`src/rtl/aclk_pkg.sv`:
```
// Shared types, digit limits and load validation for the alarm clock core.
package aclk_pkg;

    localparam int unsigned SEC_TENS_MAX        = 5;
    localparam int unsigned MIN_TENS_MAX        = 5;
    localparam int unsigned HOUR_TENS_MAX       = 2;
    localparam int unsigned HOUR_UNITS_MAX_AT_2 = 3;
    localparam int unsigned UNITS_MAX           = 9;
    localparam int unsigned DIG_W               = 4;
    localparam int unsigned H1_W                = 2;

    typedef struct packed {
        logic [H1_W-1:0]  h1;
        logic [DIG_W-1:0] h0;
        logic [DIG_W-1:0] m1;
        logic [DIG_W-1:0] m0;
    } hhmm_t;

    typedef enum logic [0:0] {
        IDLE = 1'b0,
        RING = 1'b1
    } alarm_state_e;

    // True when the digits form a legal 24-hour HH:MM.
    function automatic logic hhmm_valid(input hhmm_t t);
        logic ok;
        ok = (t.h1 <= H1_W'(HOUR_TENS_MAX)) && (t.h0 <= DIG_W'(UNITS_MAX)) &&
             (t.m1 <= DIG_W'(MIN_TENS_MAX)) && (t.m0 <= DIG_W'(UNITS_MAX));
        if ((t.h1 == H1_W'(HOUR_TENS_MAX)) && (t.h0 > DIG_W'(HOUR_UNITS_MAX_AT_2))) begin
            ok = 1'b0;
        end
        return ok;
    endfunction

endpackage

```
`src/rtl/aclk_bcd_digit.sv`:
```
// One modulo-(MAX+1) BCD digit: advances on tick, load has priority, carries at MAX.
module aclk_bcd_digit #(
    parameter int unsigned W   = 4,
    parameter int unsigned MAX = 9
) (
    input  logic         clk,
    input  logic         reset_n,
    input  logic         tick,
    input  logic         load,
    input  logic [W-1:0] load_val,
    output logic [W-1:0] q,
    output logic [W-1:0] nxt_c,
    output logic         carry_c
);

    logic [W-1:0] digit_q;
    logic [W-1:0] digit_d;

    always_comb begin
        carry_c = tick && (digit_q == W'(MAX));
        digit_d = digit_q;
        if (load) begin
            digit_d = load_val;
        end else if (carry_c) begin
            digit_d = '0;
        end else if (tick) begin
            digit_d = digit_q + W'(1);
        end
    end

    always_ff @(posedge clk or negedge reset_n) begin
        if (!reset_n) begin
            digit_q <= '0;
        end else begin
            digit_q <= digit_d;
        end
    end

    assign q     = digit_q;
    assign nxt_c = digit_d;

endmodule

```
`src/rtl/aclk_core.sv`:
```
// Alarm clock core: BCD HH:MM:SS timekeeping, loadable time/alarm, ringing alarm FSM.
module aclk_core
    import aclk_pkg::*;
#(
    parameter int unsigned TICKS_PER_SEC = 10
) (
    input  logic             clk,
    input  logic             reset_n,
    input  logic [H1_W-1:0]  H_in1,
    input  logic [DIG_W-1:0] H_in0,
    input  logic [DIG_W-1:0] M_in1,
    input  logic [DIG_W-1:0] M_in0,
    input  logic             LD_time,
    input  logic             LD_alarm,
    input  logic             AL_ON,
    input  logic             STOP_al,
    output logic             Alarm,
    output logic             load_err,
    output logic [H1_W-1:0]  H_out1,
    output logic [DIG_W-1:0] H_out0,
    output logic [DIG_W-1:0] M_out1,
    output logic [DIG_W-1:0] M_out0,
    output logic [DIG_W-1:0] S_out1,
    output logic [DIG_W-1:0] S_out0
);

    localparam int unsigned PRESC_W = $clog2(TICKS_PER_SEC + 1);

    logic [PRESC_W-1:0] presc_q, presc_d;
    hhmm_t              alarm_reg_q, alarm_reg_d;
    logic               load_err_q, load_err_d;
    alarm_state_e       state_q, state_d;
    logic               alarm_q, alarm_d;

    hhmm_t              in_c, nxt_hhmm_c;
    logic               in_ok_c, ld_ok_c, sec_tick_c;
    logic               s0_carry_c, s1_carry_c, m0_carry_c, m1_carry_c, h0_carry_c, h1_carry_c;
    logic               hour_wrap_c, hour_load_c, enter_zero_c, match_c;
    logic [DIG_W-1:0]   s0_nxt_c, s1_nxt_c, m0_nxt_c, m1_nxt_c, h0_nxt_c;
    logic [H1_W-1:0]    h1_nxt_c;

    assign in_c       = hhmm_t'({H_in1, H_in0, M_in1, M_in0});
    assign in_ok_c    = hhmm_valid(in_c);
    assign ld_ok_c    = LD_time && in_ok_c;
    assign sec_tick_c = (presc_q == PRESC_W'(TICKS_PER_SEC - 1));

    // 23:59:59 rolls hours to 00; an h1 carry only follows an out-of-range hour.
    assign hour_wrap_c = (m1_carry_c && (H_out1 == H1_W'(HOUR_TENS_MAX)) &&
                          (H_out0 == DIG_W'(HOUR_UNITS_MAX_AT_2))) || h1_carry_c;
    assign hour_load_c = ld_ok_c || hour_wrap_c;

    aclk_bcd_digit #(.W(DIG_W), .MAX(UNITS_MAX)) u_s0 (
        .clk(clk), .reset_n(reset_n), .tick(sec_tick_c), .load(ld_ok_c),
        .load_val('0), .q(S_out0), .nxt_c(s0_nxt_c), .carry_c(s0_carry_c));
    aclk_bcd_digit #(.W(DIG_W), .MAX(SEC_TENS_MAX)) u_s1 (
        .clk(clk), .reset_n(reset_n), .tick(s0_carry_c), .load(ld_ok_c),
        .load_val('0), .q(S_out1), .nxt_c(s1_nxt_c), .carry_c(s1_carry_c));
    aclk_bcd_digit #(.W(DIG_W), .MAX(UNITS_MAX)) u_m0 (
        .clk(clk), .reset_n(reset_n), .tick(s1_carry_c), .load(ld_ok_c),
        .load_val(M_in0), .q(M_out0), .nxt_c(m0_nxt_c), .carry_c(m0_carry_c));
    aclk_bcd_digit #(.W(DIG_W), .MAX(MIN_TENS_MAX)) u_m1 (
        .clk(clk), .reset_n(reset_n), .tick(m0_carry_c), .load(ld_ok_c),
        .load_val(M_in1), .q(M_out1), .nxt_c(m1_nxt_c), .carry_c(m1_carry_c));
    aclk_bcd_digit #(.W(DIG_W), .MAX(UNITS_MAX)) u_h0 (
        .clk(clk), .reset_n(reset_n), .tick(m1_carry_c), .load(hour_load_c),
        .load_val(ld_ok_c ? H_in0 : DIG_W'(0)), .q(H_out0), .nxt_c(h0_nxt_c),
        .carry_c(h0_carry_c));
    aclk_bcd_digit #(.W(H1_W), .MAX(HOUR_TENS_MAX)) u_h1 (
        .clk(clk), .reset_n(reset_n), .tick(h0_carry_c), .load(hour_load_c),
        .load_val(ld_ok_c ? H_in1 : H1_W'(0)), .q(H_out1), .nxt_c(h1_nxt_c),
        .carry_c(h1_carry_c));

    // Match fires on the edge that lands the clock on HH:MM:00, by tick or by load.
    assign nxt_hhmm_c   = hhmm_t'({h1_nxt_c, h0_nxt_c, m1_nxt_c, m0_nxt_c});
    assign enter_zero_c = (ld_ok_c || sec_tick_c) && (s1_nxt_c == '0) && (s0_nxt_c == '0);
    assign match_c      = AL_ON && enter_zero_c && (nxt_hhmm_c == alarm_reg_q);

    always_comb begin
        presc_d     = presc_q + PRESC_W'(1);
        alarm_reg_d = alarm_reg_q;
        load_err_d  = (LD_time || LD_alarm) && !in_ok_c;
        if (ld_ok_c || sec_tick_c) begin
            presc_d = '0;
        end
        if (LD_alarm && in_ok_c) begin
            alarm_reg_d = in_c;
        end
    end

    always_ff @(posedge clk or negedge reset_n) begin
        if (!reset_n) begin
            presc_q     <= '0;
            alarm_reg_q <= '0;
            load_err_q  <= 1'b0;
        end else begin
            presc_q     <= presc_d;
            alarm_reg_q <= alarm_reg_d;
            load_err_q  <= load_err_d;
        end
    end

    always_ff @(posedge clk or negedge reset_n) begin
        if (!reset_n) begin
            state_q <= IDLE;
            alarm_q <= 1'b0;
        end else begin
            state_q <= state_d;
            alarm_q <= alarm_d;
        end
    end

    always_comb begin
        state_d = state_q;
        case (state_q)
            IDLE:    if (match_c && !STOP_al) state_d = RING;
            RING:    if (STOP_al || !AL_ON)   state_d = IDLE;
            default: state_d = IDLE;
        endcase
    end

    always_comb begin
        alarm_d = (state_d == RING);
    end

    assign Alarm    = alarm_q;
    assign load_err = load_err_q;

endmodule

```
`config.mk`:
```
export PLATFORM = sky130hd
export DESIGN_NAME = aclk_core
export DESIGN_NICKNAME = d
export VERILOG_FILES = /design/src/rtl/aclk_pkg.sv /design/src/rtl/aclk_bcd_digit.sv /design/src/rtl/aclk_core.sv
export SDC_FILE = /design/constraint.sdc
export NUM_CORES = 1
export LEC_CHECK = 0
export ABC_AREA = 1
export CAP_MARGIN = 20
export CORE_ASPECT_RATIO = 1.5
export CORE_UTILIZATION = 56
export CTS_BUF_LIST = sky130_fd_sc_hd__clkbuf_8
export DETAILED_ROUTE_END_ITERATION = 6
export GPL_TIMING_DRIVEN = 0
export PLACE_DENSITY = 0.79
export SYNTH_ARGS = -nofsm -noshare
export SYNTH_HDL_FRONTEND = slang
export SYNTH_HIERARCHICAL = 1
export SYNTH_SLANG_ARGS = --single-unit
```
`constraint.sdc`:
```
create_clock -name clk -period 5.2 [get_ports clk]
set_input_delay 1.3 -clock clk [delete_from_list [all_inputs] [get_ports clk]]
set_output_delay 1.3 -clock clk [all_outputs]
set_load 0.03 [all_outputs]
```
; Yosys cells after proc, flatten, opt, wreduce, memory -nomap -nowiden
; Index checks and enable logic that the tools add are counted.
[classes]
n_addsub = 7
magnitude_cmp = 5
eq_ne = 10
muxes = 25
n_bitwise = 1
n_reduce_logical = 30
[op_table]
columns = operator, count
row1 = two-way mux 4 bit, 17
row2 = "adder 4 x 1 -> 4 bit, second input constant", 6
row3 = logical AND 1 bit, 20
row4 = "== test 4 bit, second input constant", 4
row5 = == test 14 bit, 1
row6 = "== test 4 x 3 -> 1 bit, second input constant", 2
row7 = "less-or-equal comparator 4 bit, second input constant", 2
row8 = logical NOT 4 bit, 2
row9 = two-way mux 2 bit, 4
row10 = logical OR 1 bit, 5
row11 = "== test 2 bit, second input constant", 2
row12 = "== test 4 x 2 -> 1 bit, second input constant", 1
row13 = "greater-than comparator 4 x 2 -> 1 bit, second input constant", 1
row14 = "less-or-equal comparator 4 x 3 -> 1 bit, second input constant", 1
row15 = logical NOT 1 bit, 3
row16 = two-way mux 1 bit, 3
row17 = "adder 2 x 1 -> 2 bit, second input constant", 1
row18 = "less-or-equal comparator 2 bit, second input constant", 1
row19 = one-hot mux 1 bit (2 select lines), 1
row20 = inverter 1 bit, 1
[word_totals]
register_bits = 42
inputBits = 20
out_inout_bits = 24
elab_cells = 91

; Longest topological paths before layout
[depth]
depth_word = 15
mapped_depth = 35
depth_no_buf = 30

; Hierarchy
; The synthesis kept the hierarchy.
[by_module_without_submodules]
columns = module, n_inst, cells_each, area_per_inst_um2, seq_area_each_um2
row1 = aclk_bcd_digit (u_h0 ...), 5, 37, 284.0, 100.1
row2 = aclk_core, 1, 183, 1282.5, 500.5
row3 = aclk_bcd_digit (u_h1), 1, 21, 131.4, 50.0

; Worst setup path after synthesis
; No wires, ideal clock.
[synth_path]
path_type = flip-flop to flip-flop
from = register presc_q[1]
to = register alarm_q (netlist: Alarm)
setup_time_ns = 0.077
arrival_time_ns = 3.836
t_required_ns = 5.123
path_slack_ns = 1.286
stages_incl_launch_ff = 28
n_path_buf = 4
synth_period_minus_slack_ns = 3.914
path_cell_list = dfrtp_1 > inv_1 > ha_1 > nand2_1 > nor2_1 > buf_6 > nand2_2 > nor2_1 > buf_6 > nand2_4 > nor2_1 > buf_6 > nand2_2 > nor2_1 > buf_6 > nand2_4 > nor2_1 > nand3b_1 > o41ai_1 > o21bai_4 > o21ai_0 > nor2_1 > nor2_1 > nor2_1 > nand2_1 > nor2_1 > nand3_1 > a21oi_1
[synth_via]
elab_chain_cells = 15
word_cells_on_any_way = 40
cone_classes = eq/ne: 2 / mux: 20 / reduce/logical: 18
[synth_lines]
columns = item, line
row1 = start: declaration, aclk_core.sv:29  ; logic [PRESC_W-1:0] presc_q, presc_d;
row2 = start signal: assignment, aclk_core.sv:96  ; presc_q <= presc_d;
row3 = == test 4 bit *, aclk_core.sv:45  ; assign sec_tick_c = (presc_q == PRESC_W'(TICKS_PER_SEC - 1));
row4 = via sec_tick_c, aclk_core.sv:36  ; logic in_ok_c, ld_ok_c, sec_tick_c;
row5 = logical AND 1 bit *, aclk_bcd_digit.sv:20  ; carry_c = tick && (digit_q == W'(MAX));
row6 = via s0_carry_c, aclk_core.sv:37  ; logic s0_carry_c, s1_carry_c, m0_carry_c, m1_carry_c, h0_carry_c, h1_carry_c;
row7 = logical AND 1 bit *, aclk_bcd_digit.sv:20
row8 = via s1_carry_c, aclk_core.sv:37
row9 = logical AND 1 bit *, aclk_bcd_digit.sv:20
row10 = via m0_carry_c, aclk_core.sv:37
row11 = (+1 left out), -
row12 = via m1_carry_c, aclk_core.sv:37
row13 = (+4 left out), -
row14 = via hour_load_c, aclk_core.sv:38  ; logic hour_wrap_c, hour_load_c, enter_zero_c, match_c;
row15 = two-way mux 4 bit *, aclk_bcd_digit.sv:22  ; if (load) begin
row16 = via h0_nxt_c[1], aclk_core.sv:39  ; logic [DIG_W-1:0] s0_nxt_c, s1_nxt_c, m0_nxt_c, m1_nxt_c, h0_nxt_c;
row17 = == test 14 bit *, aclk_core.sv:76  ; assign match_c = AL_ON && enter_zero_c && (nxt_hhmm_c == alarm_reg_q);
row18 = logical AND 1 bit *, aclk_core.sv:76
row19 = logical AND 1 bit *, aclk_core.sv:115  ; IDLE: if (match_c && !STOP_al) state_d = RING;
row20 = two-way mux 1 bit *, aclk_core.sv:115
row21 = one-hot mux 1 bit (2 select lines) *, aclk_core.sv:114  ; case (state_q)
row22 = via alarm_d, aclk_core.sv:33  ; logic alarm_q, alarm_d;
row23 = end signal: assignment, aclk_core.sv:108  ; alarm_q <= alarm_d;
row24 = end: declaration, aclk_core.sv:33
; The timed path passes the listed nets; every way through them passes the cells marked *.
; A chain may end at the register's enable or synchronous reset.

; Worst setup path in the final report
[layout_path]
from = register presc_q[1]
to = register alarm_q (netlist: Alarm)
[layout_via]
elab_chain_cells = 15
word_cells_on_any_way = 40
cone_classes = eq/ne: 2 / mux: 20 / reduce/logical: 18
[layout_lines]
columns = item, line
row1 = == test 4 bit, aclk_core.sv:45
row2 = via sec_tick_c, aclk_core.sv:36
row3 = logical AND 1 bit, aclk_bcd_digit.sv:20
row4 = via s0_carry_c, aclk_core.sv:37
row5 = logical AND 1 bit, aclk_bcd_digit.sv:20
row6 = via s1_carry_c, aclk_core.sv:37
row7 = logical AND 1 bit, aclk_bcd_digit.sv:20
row8 = via m0_carry_c, aclk_core.sv:37
row9 = (+1 left out), -
row10 = via m1_carry_c, aclk_core.sv:37
row11 = (+1 left out), -
row12 = via h0_carry_c, aclk_core.sv:37
row13 = (+1 left out), -
row14 = via h1_carry_c, aclk_core.sv:37
row15 = (+2 left out), -
row16 = via hour_load_c, aclk_core.sv:38
row17 = two-way mux 4 bit, aclk_bcd_digit.sv:22
row18 = via h0_nxt_c[2], aclk_core.sv:39
row19 = == test 14 bit, aclk_core.sv:76
row20 = logical AND 1 bit, aclk_core.sv:76
row21 = logical AND 1 bit, aclk_core.sv:115
row22 = two-way mux 1 bit, aclk_core.sv:115
row23 = one-hot mux 1 bit (2 select lines), aclk_core.sv:114
row24 = via alarm_d, aclk_core.sv:33
; The timed path passes the listed nets, and every way through them passes these cells.

==> out/summary.txt <==
Status -> completed
Setup violators final -> 0
Core area -> 0.004848 mm²
DRT iter0 DRCs -> 79
Final core occ -> 72.98%
Post-synth top area cell -> dfrtp_1
Synthesized area -> 0.002834 mm²
Resize count post-CTS -> 0
Worst r2r path cells -> 33
Final #Nets -> 481
Via count -> 2496
Gr ovfl total -> 0
Unrepaired setup endpoints after global routing -> no
Share of the synthesized area in the top cell type -> 37.09%
Inserted Clock Buffers -> 5
DP Area -> 0.003393 mm²
Drt wl/cell -> 11.40 µm
Fin. max-slew vios -> 0
Worst setup SP type -> register
Leakage -> 0.001737 µW
CP Max Fanout -> 7
CP max stage cell -> dfrtp_1
Slowest stage delay, CP -> 0.40 ns
DP HPWL -> 4537 µm
Seq/Total Area, Yosys -> 37.09%
Fin crit share -> 88.70%
GRT Util Overall -> 25.25%
Clock Latency Late Sink -> 0.30 ns
Die footprint -> 0.005355 mm²
Global-route wire length before repair -> 10110 µm
CP Class -> reg2reg
Hold Crit Class -> reg2reg
Average cell area after synthesis -> 7.285 µm²
Clk buf depth -> 2
P per Cell Area -> 387.9 mW/mm²
Ant diodes -> 0
ANT nets after route -> 0
Setup slack after layout -> 0.5877 ns
Setup_tns -> 0 ns
Clk root buf -> clkbuf_8
Most used cell, CP -> nor2_1
Synth-to-Final Area Change -> 24.86%
Clock Sinks -> 42
Row cnt -> 31
I/O pins -> 44
Vias per inst -> 4.847
Worst slack, placed -> 0.5313 ns
Chip height -> 89.13 µm
Worst EP arrival -> 4.83 ns
Pwr Total -> 1373 µW
CTS tree -> done
Clock transition at the registers of the reported paths -> 0.08 ns
Worst slew margin -> 52.27%
RePlAce Congestion -> 0.8130
# H-tree levels -> 2
DRC -> 0
Antenna violations before repair -> 0
Flops & latches, synth -> 42
Die outline width -> 60.09 µm
Crit end category -> register
Vias in the first global route -> 2356
Fmax -> 0.2168 GHz
Fraction of layout cells with a size suffix above 1 -> 12.69%
Final Hold Viols -> 0
Initial Utilization -> 58.45%
Setup repair bufs after CTS -> 0
Final min period -> 4.612 ns
Hold path cells -> 2
Cells after synthesis -> 389
Hold Buf Count CTS -> 0
Pre-antenna DRT Iters -> 4
Cell area after layout -> 0.003538 mm²
Final setup skew -> 0.006463 ns
Max Cap Viol -> 0
Total Wirelength -> 5873 µm
Largest net degree at the start of global routing -> 25
Port bufs -> 43
Synth top area cells -> dfrtp_1 37%, nand2_1 19%, inv_1 6.6%
Peak supply drop -> 0.2217 mV
Required @ worst endpoint -> 5.42 ns
Slew @ Worst Pin -> 0.7152 ns
Netlist cell types -> 24
Yosys warns -> 6
[cell type report]
class	instances	area [µm²]
Multi-Input combinational cell	290	1519
Timing Repair Buffer	45	450.4
Fill cell	384	1310
Clock inverter	2	60.06
Clock buffer	6	82.58
Tap cell	66	82.58
Sequential cell	42	1051
Buffer	7	78.83
Inverter	57	214.0
[registers in the layout, summed over array words and instances (netlist names)]
signal / flops
Alarm: 1
alarm_reg_q: 14
u_h1/q: 2
u_m0/q: 4
load_err: 1
presc_q: 4
u_h0/q: 4
u_s0/q: 4
u_m1/q: 4
u_s1/q: 4
[metal layers]
metal  global-route usage [%]  wire [µm]  up-vias
met5                        0          0        -
met4                    6.977         66        0
met3                    4.197        158        6
met2                    48.08       3207       41
met1                    28.08       2440     1152
li1                         -          -     1297
[cells in the final DEF (no fill, tap or decap)]
cell             instances
dfrtp_1                 42
clkbuf_8                 6
clkdlybuf4s50_1         42
nand3_2                  1
ha_1                    13
nand4_4                  2
nor2_4                   1
o41ai_1                  1
buf_12                   1
nand2_4                  3
xor2_1                   2
o21ai_0                 21
nand2_1                143
o21bai_4                 5
o21ai_1                  8
buf_2                    2
conb_1                   8
buf_6                    7
a21oi_1                  2
o21ai_2                  9
nand2_2                  7
inv_1                   50
xnor2_1                  6
inv_2                    7
nand3b_1                 1
nor2_2                   4
nand3_1                  8
bufinv_16                2
nor2_1                  45
[worst paths after layout]
path,slack (ns),startpoint,to
worst max-delay path,0.59,presc_q[1],Alarm
worst min-delay path,0.50,alarm_reg_q[8],alarm_reg_q[8]
worst max register to register,0.59,presc_q[1],Alarm
worst min register to register,0.50,alarm_reg_q[8],alarm_reg_q[8]
max in group asynchronous,3.76,reset_n,alarm_reg_q[5]
min in group asynchronous,0.95,reset_n,u_s1/q[3]
[where the power goes]
group / switching [µW] / total [µW] / internal (µW) / leakage (µW)
Sequential: 92.2 / 509 / 417 / 0.000532
Clock: 116 / 321 / 205 / 0.0000714
Combinational: 316 / 543 / 227 / 0.00113
[logic make-up (layout without fill, tap and decap cells)]
family | count (synthesis) | in the layout | share of synthesized area (%)
XOR/XNOR | 8 | 8 | 2.473
flip-flops | 42 | 42 | 37.09
adder cells (fa/ha/maj) | 13 | 13 | 5.740
AND/OR/NAND/NOR | 215 | 215 | 32.36
other | 1 | 8 | 0.1323
buffers and inverters | 64 | 117 | 10.33
AO/OA/AOI/OAI | 46 | 46 | 11.88
[Yosys cell counts (all sizes together)]
cell type and n:
o41ai 1, a21oi 2, dfrtp 42, nand3b 1
xor2 2, ha 13, buf 7, o21bai 5
o21ai 38, nand4 2, conb 1, nand2 153
xnor2 6, inv 57, nor2 50, nand3 9
[worst max-delay path, delay by kind of cell (launching register included)]
family / cells / cell delay (ns)
simple gates: 20 / 2.19
buf+inv: 8 / 1.20
compound gates: 4 / 0.61
flops: 1 / 0.40
fa+ha+maj: 1 / 0.15
[per-stage QoR]
step | instances | hold slack [ns]
after floorplan | 396 | 0.4550
after global placement | 505 | 0.4702
after detailed placement | 507 | 0.4789
after CTS | 515 | 0.4990
after global routing | 515 | 0.5351
final | 515 | 0.4999
Power figures use the tool's default switching activity.
